<file path="src/rtl/bios_watchdog.sv">
// LPC-attached BIOS watchdog: prescaled tick, reloadable 13-bit down-counter, and status register.
// Define BIOS_WD_AUTO_SWITCH_EN to enable automatic dual-BIOS failover on expiry.
module bios_watchdog #(
  parameter int unsigned TICK_DIV = 33000
) (
  input  logic       LpcClock,
  input  logic       PciReset,
  input  logic       WriteBiosWD,
  input  logic [7:0] DataWr,
  output logic       WdTimeout,
  output logic       BiosSel,
  output logic [7:0] WdStatus
);

  typedef enum logic [1:0] {
    IDLE    = 2'b00,
    ARMED   = 2'b01,
    EXPIRED = 2'b10,
    HALT    = 2'b11
  } state_t;

  localparam logic [15:0] TICK_LAST = 16'(TICK_DIV - 1);

  state_t      state, state_nxt;
  logic [12:0] counter, counter_nxt;
  logic [15:0] prescaler, prescaler_nxt;
  logic [1:0]  sel, sel_nxt;
  logic        enable, enable_nxt;
  logic        timeout_flag, timeout_flag_nxt;
  logic [1:0]  switch_count, switch_count_nxt;
  logic        bios_sel, bios_sel_nxt;
  logic        wd_timeout;
  logic [7:0]  wd_status;

  logic tick;
  logic wr_on;
  logic wr_off;
  logic kick;
  logic unused_data;

  assign tick        = (prescaler == TICK_LAST);
  assign wr_on       = WriteBiosWD & DataWr[7];
  assign wr_off      = WriteBiosWD & ~DataWr[7];
  assign kick        = DataWr[6];
  assign unused_data = ^DataWr[3:0];

  function automatic logic [12:0] reload_ticks(input logic [1:0] s);
    logic [12:0] n;
    case (s)
      2'b00:   n = 13'd1000;
      2'b01:   n = 13'd2000;
      2'b10:   n = 13'd4000;
      default: n = 13'd8000;
    endcase
    return n;
  endfunction

  always_ff @(posedge LpcClock) begin
    if (PciReset) begin
      state        <= IDLE;
      counter      <= 13'd0;
      prescaler    <= 16'd0;
      sel          <= 2'b00;
      enable       <= 1'b0;
      timeout_flag <= 1'b0;
      switch_count <= 2'b00;
      bios_sel     <= 1'b0;
      wd_timeout   <= 1'b0;
      wd_status    <= 8'h00;
    end else begin
      state        <= state_nxt;
      counter      <= counter_nxt;
      prescaler    <= prescaler_nxt;
      sel          <= sel_nxt;
      enable       <= enable_nxt;
      timeout_flag <= timeout_flag_nxt;
      switch_count <= switch_count_nxt;
      bios_sel     <= bios_sel_nxt;
      wd_timeout   <= (state_nxt == EXPIRED);
      wd_status    <= {enable_nxt, timeout_flag_nxt, sel_nxt, state_nxt, switch_count_nxt};
    end
  end

  // A disabling write overrides everything else, including a pending expiry.
  always_comb begin
    state_nxt        = state;
    counter_nxt      = counter;
    prescaler_nxt    = prescaler;
    sel_nxt          = sel;
    enable_nxt       = enable;
    timeout_flag_nxt = timeout_flag;
    switch_count_nxt = switch_count;
    bios_sel_nxt     = bios_sel;

    if (wr_off) begin
      state_nxt        = IDLE;
      counter_nxt      = 13'd0;
      prescaler_nxt    = 16'd0;
      timeout_flag_nxt = 1'b0;
      switch_count_nxt = 2'b00;
      enable_nxt       = 1'b0;
    end else begin
      case (state)
        IDLE: begin
          prescaler_nxt = 16'd0;
          if (wr_on) begin
            sel_nxt     = DataWr[5:4];
            counter_nxt = reload_ticks(DataWr[5:4]);
            enable_nxt  = 1'b1;
            state_nxt   = ARMED;
          end
        end

        ARMED: begin
          prescaler_nxt = tick ? 16'd0 : prescaler + 16'd1;
          if (wr_on) begin
            sel_nxt = DataWr[5:4];
          end
          // A kick on the expiring tick still reloads, so it is checked first.
          if (wr_on && kick) begin
            counter_nxt   = reload_ticks(DataWr[5:4]);
            prescaler_nxt = 16'd0;
          end else if (tick) begin
            if (counter <= 13'd1) begin
              counter_nxt      = 13'd0;
              timeout_flag_nxt = 1'b1;
              state_nxt        = EXPIRED;
            end else begin
              counter_nxt = counter - 13'd1;
            end
          end
        end

        EXPIRED: begin
          prescaler_nxt = 16'd0;
`ifdef BIOS_WD_AUTO_SWITCH_EN
          bios_sel_nxt     = ~bios_sel;
          switch_count_nxt = (switch_count == 2'd3) ? 2'd3 : switch_count + 2'd1;
          if (switch_count_nxt < 2'd2) begin
            counter_nxt = reload_ticks(sel);
            state_nxt   = ARMED;
          end else begin
            counter_nxt = 13'd0;
            state_nxt   = HALT;
          end
`else
          counter_nxt = 13'd0;
          state_nxt   = HALT;
`endif
        end

        default: begin
          counter_nxt   = 13'd0;
          prescaler_nxt = 16'd0;
        end
      endcase
    end
  end

  assign WdTimeout = wd_timeout;
  assign BiosSel   = bios_sel;
  assign WdStatus  = wd_status;

endmodule

</file>
<file path="config.mk">
export PLATFORM = sky130hd
export DESIGN_NAME = bios_watchdog
export DESIGN_NICKNAME = d
export VERILOG_FILES = /design/src/rtl/bios_watchdog.sv
export SDC_FILE = /design/constraint.sdc
export NUM_CORES = 1
export LEC_CHECK = 0
export CORE_UTILIZATION = 35
export DETAILED_ROUTE_END_ITERATION = 12
export PLACE_DENSITY_LB_ADDON = 0.3
export SLEW_MARGIN = 0
export SYNTH_ARGS = -nofsm -noshare
export SYNTH_HDL_FRONTEND = slang
export SYNTH_SLANG_ARGS = --single-unit
</file>
<file path="constraint.sdc">
create_clock -name LpcClock -period 2.17 [get_ports LpcClock]
set_input_delay 0.434 -clock LpcClock [delete_from_list [all_inputs] [get_ports LpcClock]]
set_output_delay 0.434 -clock LpcClock [all_outputs]
set_load 0.005 [all_outputs]
</file>
Yosys cells after proc, flatten, opt, wreduce, memory -nomap -nowiden --
Cells that the tools add are included.
Cells by class: add/sub/neg operators 2, magnitude comparators 1, eq/ne operators 8, mux-type cells 24, bitwise gates (word level) 4, reduce and logical (&&, ||, !) cells 7
Operator list (number):
- $mux 13 | 4
- $pmux 13 s3 | 1
- $pmux 13 s2 | 1
- $mux 2 | 9
- $add 16x1->16 const B | 1
- $eq 16x16->1 const B | 1
- $le 13x1->1 const B | 1
- $sub 13x1->13 const B | 1
- $mux 1 | 8
- $eq 2x2->1 const B | 3
- $pmux 2 s3 | 1
- $reduce_or 5->1 | 1
- $eq 2x1->1 const B | 2
- $logic_not 2->1 | 2
- $reduce_or 2->1 | 2
- $ne 3x3->1 const B | 1
- $and 1x1->1 | 2
- $ne 2x2->1 const B | 1
- $not 1->1 | 2
- $reduce_and 2->1 | 1
- $logic_and 1x1->1 | 1
Word-level totals: flip-flop bits (word level) 46, input bits 11

Logic depth before layout (Yosys ltp) --
Gate-level depths: netlist of run 1.
depth after elaboration 7, gate-level depth with buffers 7

Least setup slack after synthesis of run 1 --
Ideal clock, no wire load.
path kind reg2reg, from register counter[4], to register counter[11], library setup time 0.138 ns, data arrival time 1.875 ns, data required time 2.032 ns, setup slack 0.156 ns, stages on the path, launching flop included 7, period minus slack after synthesis 2.014 ns, cells stage by stage dfxtp_1 -> or4_1 -> buf_2 -> or3_4 -> or3_1 -> a31oi_1 -> o22ai_1
Between the ends: word-level cells in the longest chain between the ends 5
RTL lines:
- start: declaration | line 25 | logic [12:0] counter, counter_nxt;
- start signal: assignment | line 72 | counter <= counter_nxt;
- $sub 13x1->13 / $le 13x1->1 (equally long branches) | line 129, 124
- $mux 13 * | line 124 | if (counter <= 13'd1) begin
- $mux 13 * | line 123 | end else if (tick) begin
- $mux 13 * | line 120 | if (wr_on && kick) begin
- $pmux 13 s2 * | line 103 | case (state)
Every way passes the cells marked *; elsewhere a longest branch is shown, timed or not. The select of a mux whose other input is x is not followed. A chain may end at the register's enable or synchronous reset.

Worst setup path in the final report of run 1 --
from register counter[0], to register counter[11]
Same word-level chain as after synthesis.

==> results.rst, run 1 <==
.. list-table::
   :header-rows: 1

   * - Metric
     - Value
   * - Least setup slack across all paths after layout
     - 117 ps
   * - Kind of start point of the critical path
     - register
   * - Fill cell total of the finished layout
     - 509
   * - Number of antenna violations at the first check in global routing
     - 0
   * - Final clock skew
     - 9.86 ps
   * - Clk buf depth
     - 2
   * - Cell area after technology mapping
     - 0.00191 mm^2
   * - Number of enable-type register cells in the synthesized netlist
     - 0
   * - Via Count
     - 1864
   * - Drc violations
     - 0
   * - Instance count of the mapped netlist
     - 238
   * - Worst-Skew Late Latency
     - 290 ps
   * - Commonest cells after routing, fill and taps aside
     - 36 x sky130_fd_sc_hd__dfxtp_1, 28 x sky130_fd_sc_hd__buf_4, 26 x sky130_fd_sc_hd__nor2_1
   * - Share of Yosys cell area claimed by the top area cell type
     - 37.7%
   * - CTS tree
     - done
   * - Most used flip-flop cell after synthesis
     - sky130_fd_sc_hd__dfxtp_1
   * - Period minus WS final
     - 2050 ps
   * - Period Utilization, post-route
     - 94.6%
   * - Vert. Die Dim
     - 75.9 um
   * - Setup TNS
     - 0 ps
   * - CTS Buf Count
     - 5
   * - Starting Density
     - 36.9%
   * - Number of storage elements in the synthesis netlist
     - 36
   * - Remaining antenna violation count
     - 0
   * - Number of detailed-route iterations in the first pass
     - 4
   * - Worst hold-check slack
     - 467 ps
   * - Leakage power of the design
     - 0.894 nW
   * - Cell area power density
     - 656 mW/mm^2
   * - CP Data Arrival Time
     - 2230 ps
   * - Fraction of layout instances using a drive strength above 1
     - 15.8%
   * - Worst Path Max Fanout
     - 7
   * - Cell taking the most area after synthesis
     - sky130_fd_sc_hd__dfxtp_1
   * - Post-Place Setup Slack
     - 5.51 ps
   * - Gp weighted congestion
     - 0.898
   * - Final non-filler cell total
     - 348
   * - Unique cell type count in the Yosys netlist
     - 45
   * - Final wirelength
     - 4600 um
   * - Number of maximum-capacitance violations
     - 0
   * - Final core area utilization
     - 46.6%
   * - Critical path endpoint category
     - register
   * - FF/Latch Area
     - 721 um^2
   * - Tot GR Track Use
     - 17.4%
   * - H-tree levels
     - 2
   * - Relative area change from synthesis to final layout
     - 26.1%
   * - First-iteration detailed-routing DRC count
     - 110
   * - Final Setup Violations
     - 0
   * - Wire per inst
     - 13.2 um
   * - Most common cell after layout, fill and taps aside
     - sky130_fd_sc_hd__dfxtp_1
   * - Total placed cells including tap cells
     - 339
   * - TritonCTS Sinks
     - 36
   * - Die Width
     - 75.9 um
   * - Multi-input combinational cell area
     - 0.00113 mm^2
   * - Async set or reset register ratio after synthesis
     - 0%
   * - Via count normalized by instance count
     - 5.36
   * - GRT overflow
     - 0
   * - Clock-pin slew reported for the worst setup and hold paths after clock tree synthesis
     - 80 ps
   * - Setup CP Type
     - register to register
   * - Net count, final
     - 291
   * - Count of standard-cell rows
     - 26
   * - Hold crit path type
     - register to register
   * - Remaining max-slew budget at the tightest pin
     - 63.3%
   * - Count of synthesis-stage warnings from yosys
     - 0
   * - I/O pin total
     - 21
   * - Peak supply drop
     - 335 uV
   * - Required time of the worst setup path
     - 2350 ps
   * - Highest Clock Rate
     - 0.487 GHz
   * - Post-detailed-placement half-perimeter wirelength
     - 3340 um
   * - Via count of the first global-routing pass
     - 1648
   * - Die Footprint
     - 0.00575 mm^2
   * - Final hold viol count
     - 0
   * - Unrepaired setup endpoints after global routing
     - no
   * - Top cells by area, synth
     - sky130_fd_sc_hd__dfxtp_1 38%, sky130_fd_sc_hd__nor2_1 5.1%, sky130_fd_sc_hd__o21ai_0 4.5%, sky130_fd_sc_hd__a21oi_1 4.2%, sky130_fd_sc_hd__nand2_1 3.7%
   * - Root buf cell
     - sky130_fd_sc_hd__clkbuf_8
   * - Core area
     - 0.00517 mm^2
   * - Mapped Avg Cell Area
     - 8.02 um^2
   * - Transition time of the tightest slew-check pin
     - 546 ps
   * - First-pass GRT wire length
     - 7430 um
   * - Total inserted antenna cells
     - 0
   * - Pin count of the biggest net entering global routing
     - 17
   * - Result of the run
     - completed
   * - Port buffer count
     - 13
   * - Final slew viol count
     - 0
   * - Seq/Total Area, Yosys
     - 37.7%
[area by class of cell]
cell class,instances,area share [%]
Clock inverter,3,1.92
Clock buffer,5,2.86
Sequential cell,36,29.9
Inverter,5,0.779
Tap cell,70,3.64
Multi-Input combinational cell,188,46.8
Timing Repair Buffer,41,14.1
[Yosys cell counts (5+ instances only)]
library cell	instances
sky130_fd_sc_hd__or3_1	7
sky130_fd_sc_hd__and2_1	5
sky130_fd_sc_hd__xor2_1	7
sky130_fd_sc_hd__dfxtp_1	36
sky130_fd_sc_hd__a21oi_1	16
sky130_fd_sc_hd__nand2_1	19
sky130_fd_sc_hd__clkbuf_1	5
sky130_fd_sc_hd__inv_1	5
sky130_fd_sc_hd__nor4_1	7
sky130_fd_sc_hd__nor3_1	11
sky130_fd_sc_hd__o21ai_0	17
sky130_fd_sc_hd__nor2_1	26
sky130_fd_sc_hd__nand4_1	5
sky130_fd_sc_hd__nand3_1	11
sky130_fd_sc_hd__xnor2_1	6
sky130_fd_sc_hd__buf_4	5
[flip-flops by register name, summed over array words and instances, names as in the netlist]
signal,count
WdStatus,3
WdTimeout,1
counter,13
enable,1
prescaler,16
sel,1
state,1
[path summary, 6_finish.rpt]
check                                from                        to  slack, ps  depth (start not counted)
setup / recovery  counter[0]$_SDFFE_PP0P_  counter[11]$_SDFFE_PP0P_        120                          5
setup reg to reg  counter[0]$_SDFFE_PP0P_  counter[11]$_SDFFE_PP0P_        120                          5
hold reg to reg   prescaler[0]$_SDFF_PP0_   prescaler[0]$_SDFF_PP0_        470                          1
hold / removal    prescaler[0]$_SDFF_PP0_   prescaler[0]$_SDFF_PP0_        470                          1
[repair_timing]
item | 4_1_cts | 5_1_grt
resized for setup | 0 | 2
buffers inserted | 0 | 1
setup endpoints to repair | 0 | 9
hold buffers | 0 | 0
[kinds of logic after synthesis]
| logic type | share of synthesized area [%] |
|---|---|
| adders and majority gates | 1.97 |
| DFF | 37.7 |
| buffers and inverters | 4.19 |
| other | 0.196 |
| xor gates and xnor gates | 5.96 |
| AOI/OAI and AO/OA | 17.9 |
| and+or+nand+nor | 32.0 |
[critical path, stage by stage, from the launching register on]
cell and delay, ps:
sky130_fd_sc_hd__dfxtp_1 370, sky130_fd_sc_hd__or4_4 600, sky130_fd_sc_hd__or3_4 370, sky130_fd_sc_hd__or3_1 310, sky130_fd_sc_hd__a31oi_1 190, sky130_fd_sc_hd__o22ai_1 100
[where the power goes]
part	switching (mW)	leakage, nW	internal, mW	total, mW
sequential	0.0192	0.292	0.678	0.697
combinational	0.142	0.547	0.129	0.271
clock	0.265	0.0548	0.346	0.611
total	0.426	0.894	1.15	1.58
[metal layers]
metal / share of wire, % / vias to the layer above / global-route usage, %
li1: - / 939 / -
met1: 48 / 867 / 23.3
met2: 44 / 51 / 25.8
met3: 5.5 / 7 / 4.63
met4: 1.9 / 0 / 8.85
met5: 0 / - / 0
[metrics by stage]
step	total power, mW	cell area (um^2)
2_1_floorplan	0.874	1920
3_3_place_gp	0.975	2280
3_5_place_dp	0.976	2280
4_1_cts	1.60	2390
5_1_grt	1.67	2410
6_report	1.58	2410
No activity file was read; power rests on OpenSTA's default activity.
==> inputs of run 2 (changes only) <==
--- a/config.mk
+++ b/config.mk
@@ -8,6 +8,7 @@
 export CORE_UTILIZATION = 35
 export DETAILED_ROUTE_END_ITERATION = 12
 export PLACE_DENSITY_LB_ADDON = 0.3
+export RECOVER_POWER = 100
 export SLEW_MARGIN = 0
 export SYNTH_ARGS = -nofsm -noshare
 export SYNTH_HDL_FRONTEND = slang
==> run 2 against run 1 <==
  * Clock-buffer cell count unchanged
  * Clock skew increased by 0.83 ps
  * Register-to-register slack about the same
  * Worst hold slack about the same
  * Flip-flop and latch count unchanged
  * Via count increased by 0.16%
  * Sequential share of layout area increased by 0.078 points
  * Critical path type unchanged
==> results.rst, run 2 (synthesis results as in run 1) <==
.. list-table::
   :header-rows: 1

   * - Metric
     - Value
   * - Capture point of the worst reg-to-reg path
     - counter[11]$_SDFFE_PP0P_
   * - Number of detailed-route iterations in the first pass
     - 4 (unchanged)
   * - I/O pin total
     - 21 (unchanged)
   * - Via count of the first global-routing pass
     - 1648 (unchanged)
   * - Startpoint of the lowest-slack register-to-register path
     - counter[0]$_SDFFE_PP0P_
   * - Met2 routed wirelength
     - 2010 um (-1.2%)
   * - Hold crit path type
     - register to register
   * - Root buf cell
     - sky130_fd_sc_hd__clkbuf_8
   * - Die Footprint
     - 0.00575 mm^2 (unchanged)
   * - Die Width
     - 75.9 um (unchanged)
   * - Count of standard-cell rows
     - 26 (unchanged)
   * - Relative area change from synthesis to final layout
     - 25.8%
   * - Setup TNS
     - 0 ps (unchanged)
   * - Drc violations
     - 0 (unchanged)
   * - H-tree levels
     - 2 (unchanged)
   * - First-iteration detailed-routing DRC count
     - 105 (-4.5%)
   * - Worst hold stages
     - 1 (unchanged)
   * - Setup CP Type
     - register to register
   * - Transition time of the tightest slew-check pin
     - 542 ps (-4.05 ps)
   * - Total power
     - 1.58 mW (-0.25%)
   * - Tot GR Track Use
     - 17.4% (unchanged)
   * - Unrepaired setup endpoints after global routing
     - no
   * - First-pass GRT wire length
     - 7430 um (unchanged)
   * - Highest Clock Rate
     - 0.488 GHz (+0.22%)
   * - Clock-pin slew reported for the worst setup and hold paths after clock tree synthesis
     - 80 ps (about the same)
   * - Final slew viol count
     - 0 (unchanged)
   * - Final clock skew
     - 10.7 ps (+0.833 ps)
   * - Most common cell after layout, fill and taps aside
     - sky130_fd_sc_hd__dfxtp_1
   * - Clk buf depth
     - 2 (unchanged)
   * - Wire per inst
     - 13.1 um (-0.72%)
   * - TritonCTS Sinks
     - 36 (unchanged)
   * - Final Setup Violations
     - 0 (unchanged)
   * - Detailed route wirelength on metal3
     - 293 um (+17%)
   * - Via Count
     - 1867 (+0.16%)
   * - Total placed cells including tap cells
     - 339 (unchanged)
   * - Via count normalized by instance count
     - 5.36 (+0.16%)
   * - Cells on worst reg2reg path
     - 5 (unchanged)
   * - CP Data Arrival Time
     - 2230 ps (about the same)
   * - Hold Crit Start
     - prescaler[0]$_SDFF_PP0_
   * - Port buffer count
     - 13 (unchanged)
   * - Worst Path Max Fanout
     - 7 (unchanged)
   * - Commonest cells after routing, fill and taps aside
     - 36 x sky130_fd_sc_hd__dfxtp_1, 26 x sky130_fd_sc_hd__nor2_1, 25 x sky130_fd_sc_hd__buf_4
   * - Total inserted antenna cells
     - 0 (unchanged)
   * - Worst-Skew Late Latency
     - 290 ps (about the same)
   * - Final wirelength
     - 4570 um (-0.72%)
   * - Remaining antenna violation count
     - 0 (unchanged)
   * - WL met1
     - 2160 um (-2.6%)
   * - Net count, final
     - 291 (unchanged)
   * - Required time of the worst setup path
     - 2350 ps (about the same)
   * - GRT overflow
     - 0 (unchanged)
   * - Core area
     - 0.00517 mm^2 (unchanged)
   * - Number of flip-flops in the largest register
     - 16 (unchanged)
   * - Peak supply drop
     - 335 uV (about the same)
   * - Remaining max-slew budget at the tightest pin
     - 63.6% (+0.27 points)
   * - Result of the run
     - completed
   * - Leakage power of the design
     - 0.914 nW (+2.3%)
   * - Period minus WS final
     - 2050 ps (-4.57 ps)
   * - Kind of start point of the critical path
     - register
   * - Critical path endpoint category
     - register
   * - Highest metal layer with signal wires
     - met4
   * - Most flop-heavy register
     - prescaler
   * - Gp weighted congestion
     - 0.898 (unchanged)
   * - Final non-filler cell total
     - 348 (unchanged)
   * - Fraction of layout instances using a drive strength above 1
     - 15.5% (-0.36 points)
   * - Post-detailed-placement half-perimeter wirelength
     - 3340 um (unchanged)
   * - Vert. Die Dim
     - 75.9 um (unchanged)
   * - Number of antenna violations at the first check in global routing
     - 0 (unchanged)
   * - Cell area power density
     - 656 mW/mm^2 (about the same)
   * - Pin count of the biggest net entering global routing
     - 17 (unchanged)
   * - Starting Density
     - 36.9% (unchanged)
   * - CTS Buf Count
     - 5 (unchanged)
   * - Number of maximum-capacitance violations
     - 0 (unchanged)
   * - Period Utilization, post-route
     - 94.4% (-0.21 points)
   * - Final hold viol count
     - 0 (unchanged)
   * - Hold EP
     - prescaler[0]$_SDFF_PP0_
   * - CTS tree
     - done
   * - Reg-to-reg slack, setup
     - 120 ps (about the same)
[run 2: cell count changes in the layout (fill, tap and decap cells not counted), sizes merged]
cell           delta
buf               -3
clkbuf            +3
clkdlybuf4s50     -7
dlygate4sd3       +7
[run 2: layout make-up]
class,instances,area (um^2)
clock buffer,5,68.8
multi-input combinational,188,1120
clock inverter,3,46.3
fill,510,2770
tap,70,87.6
inverter,5,18.8
sequential,36,721
timing repair buffer,41,338
[run 2: where the power goes]
group	total [mW]	switching [mW]	internal, mW
logic	0.268	0.141	0.127
clock network	0.611	0.265	0.346
registers	0.697	0.0189	0.678
total	1.58	0.425	1.15
[run 2: worst max path at each step]
stage,from,to,slack [ps]
2_1_floorplan,counter[4]$_SDFFE_PP0P_,counter[11]$_SDFFE_PP0P_,160
5_1_grt,counter[0]$_SDFFE_PP0P_,counter[11]$_SDFFE_PP0P_,20
3_5_place_dp,WriteBiosWD,counter[6]$_SDFFE_PP0P_,6
3_3_place_gp,DataWr[7],counter[12]$_SDFFE_PP0P_,9
4_1_cts,prescaler[0]$_SDFF_PP0_,counter[1]$_SDFFE_PP0P_,70
6_report,counter[0]$_SDFFE_PP0P_,counter[11]$_SDFFE_PP0P_,120
[run 2: layer usage]
layer	up-vias	track usage [%]
li1	943	-
met1	862	23.3
met2	55	25.8
met3	7	4.63
met4	0	8.85
met5	-	0
[run 2: what timing repair did]
action	4_1_cts	5_1_grt
hold buffers	0	0
gates resized for setup	0	2
setup endpoints to repair	0	9
buffers inserted	0	1
[run 2: through the flow]
step / setup slack, ps / utilization [%] / area (um^2) / hold slack [ps]
3_3_place_gp: 8.71 / 44.0 / 2280 / 440
4_1_cts: 68.1 / 46.2 / 2390 / 475
5_1_grt: 15.3 / 46.4 / 2400 / 523
6_report: 122 / 46.4 / 2400 / 467
3_5_place_dp: 5.51 / 44.0 / 2280 / 456
2_1_floorplan: 156 / - / 1920 / 426
[run 2: worst max-delay path, stage by stage (launching register included)]
cell and delay, ps:
sky130_fd_sc_hd__dfxtp_1 370, sky130_fd_sc_hd__or4_4 600, sky130_fd_sc_hd__or3_4 370, sky130_fd_sc_hd__or3_1 310, sky130_fd_sc_hd__a31oi_1 190, sky130_fd_sc_hd__o22ai_1 100
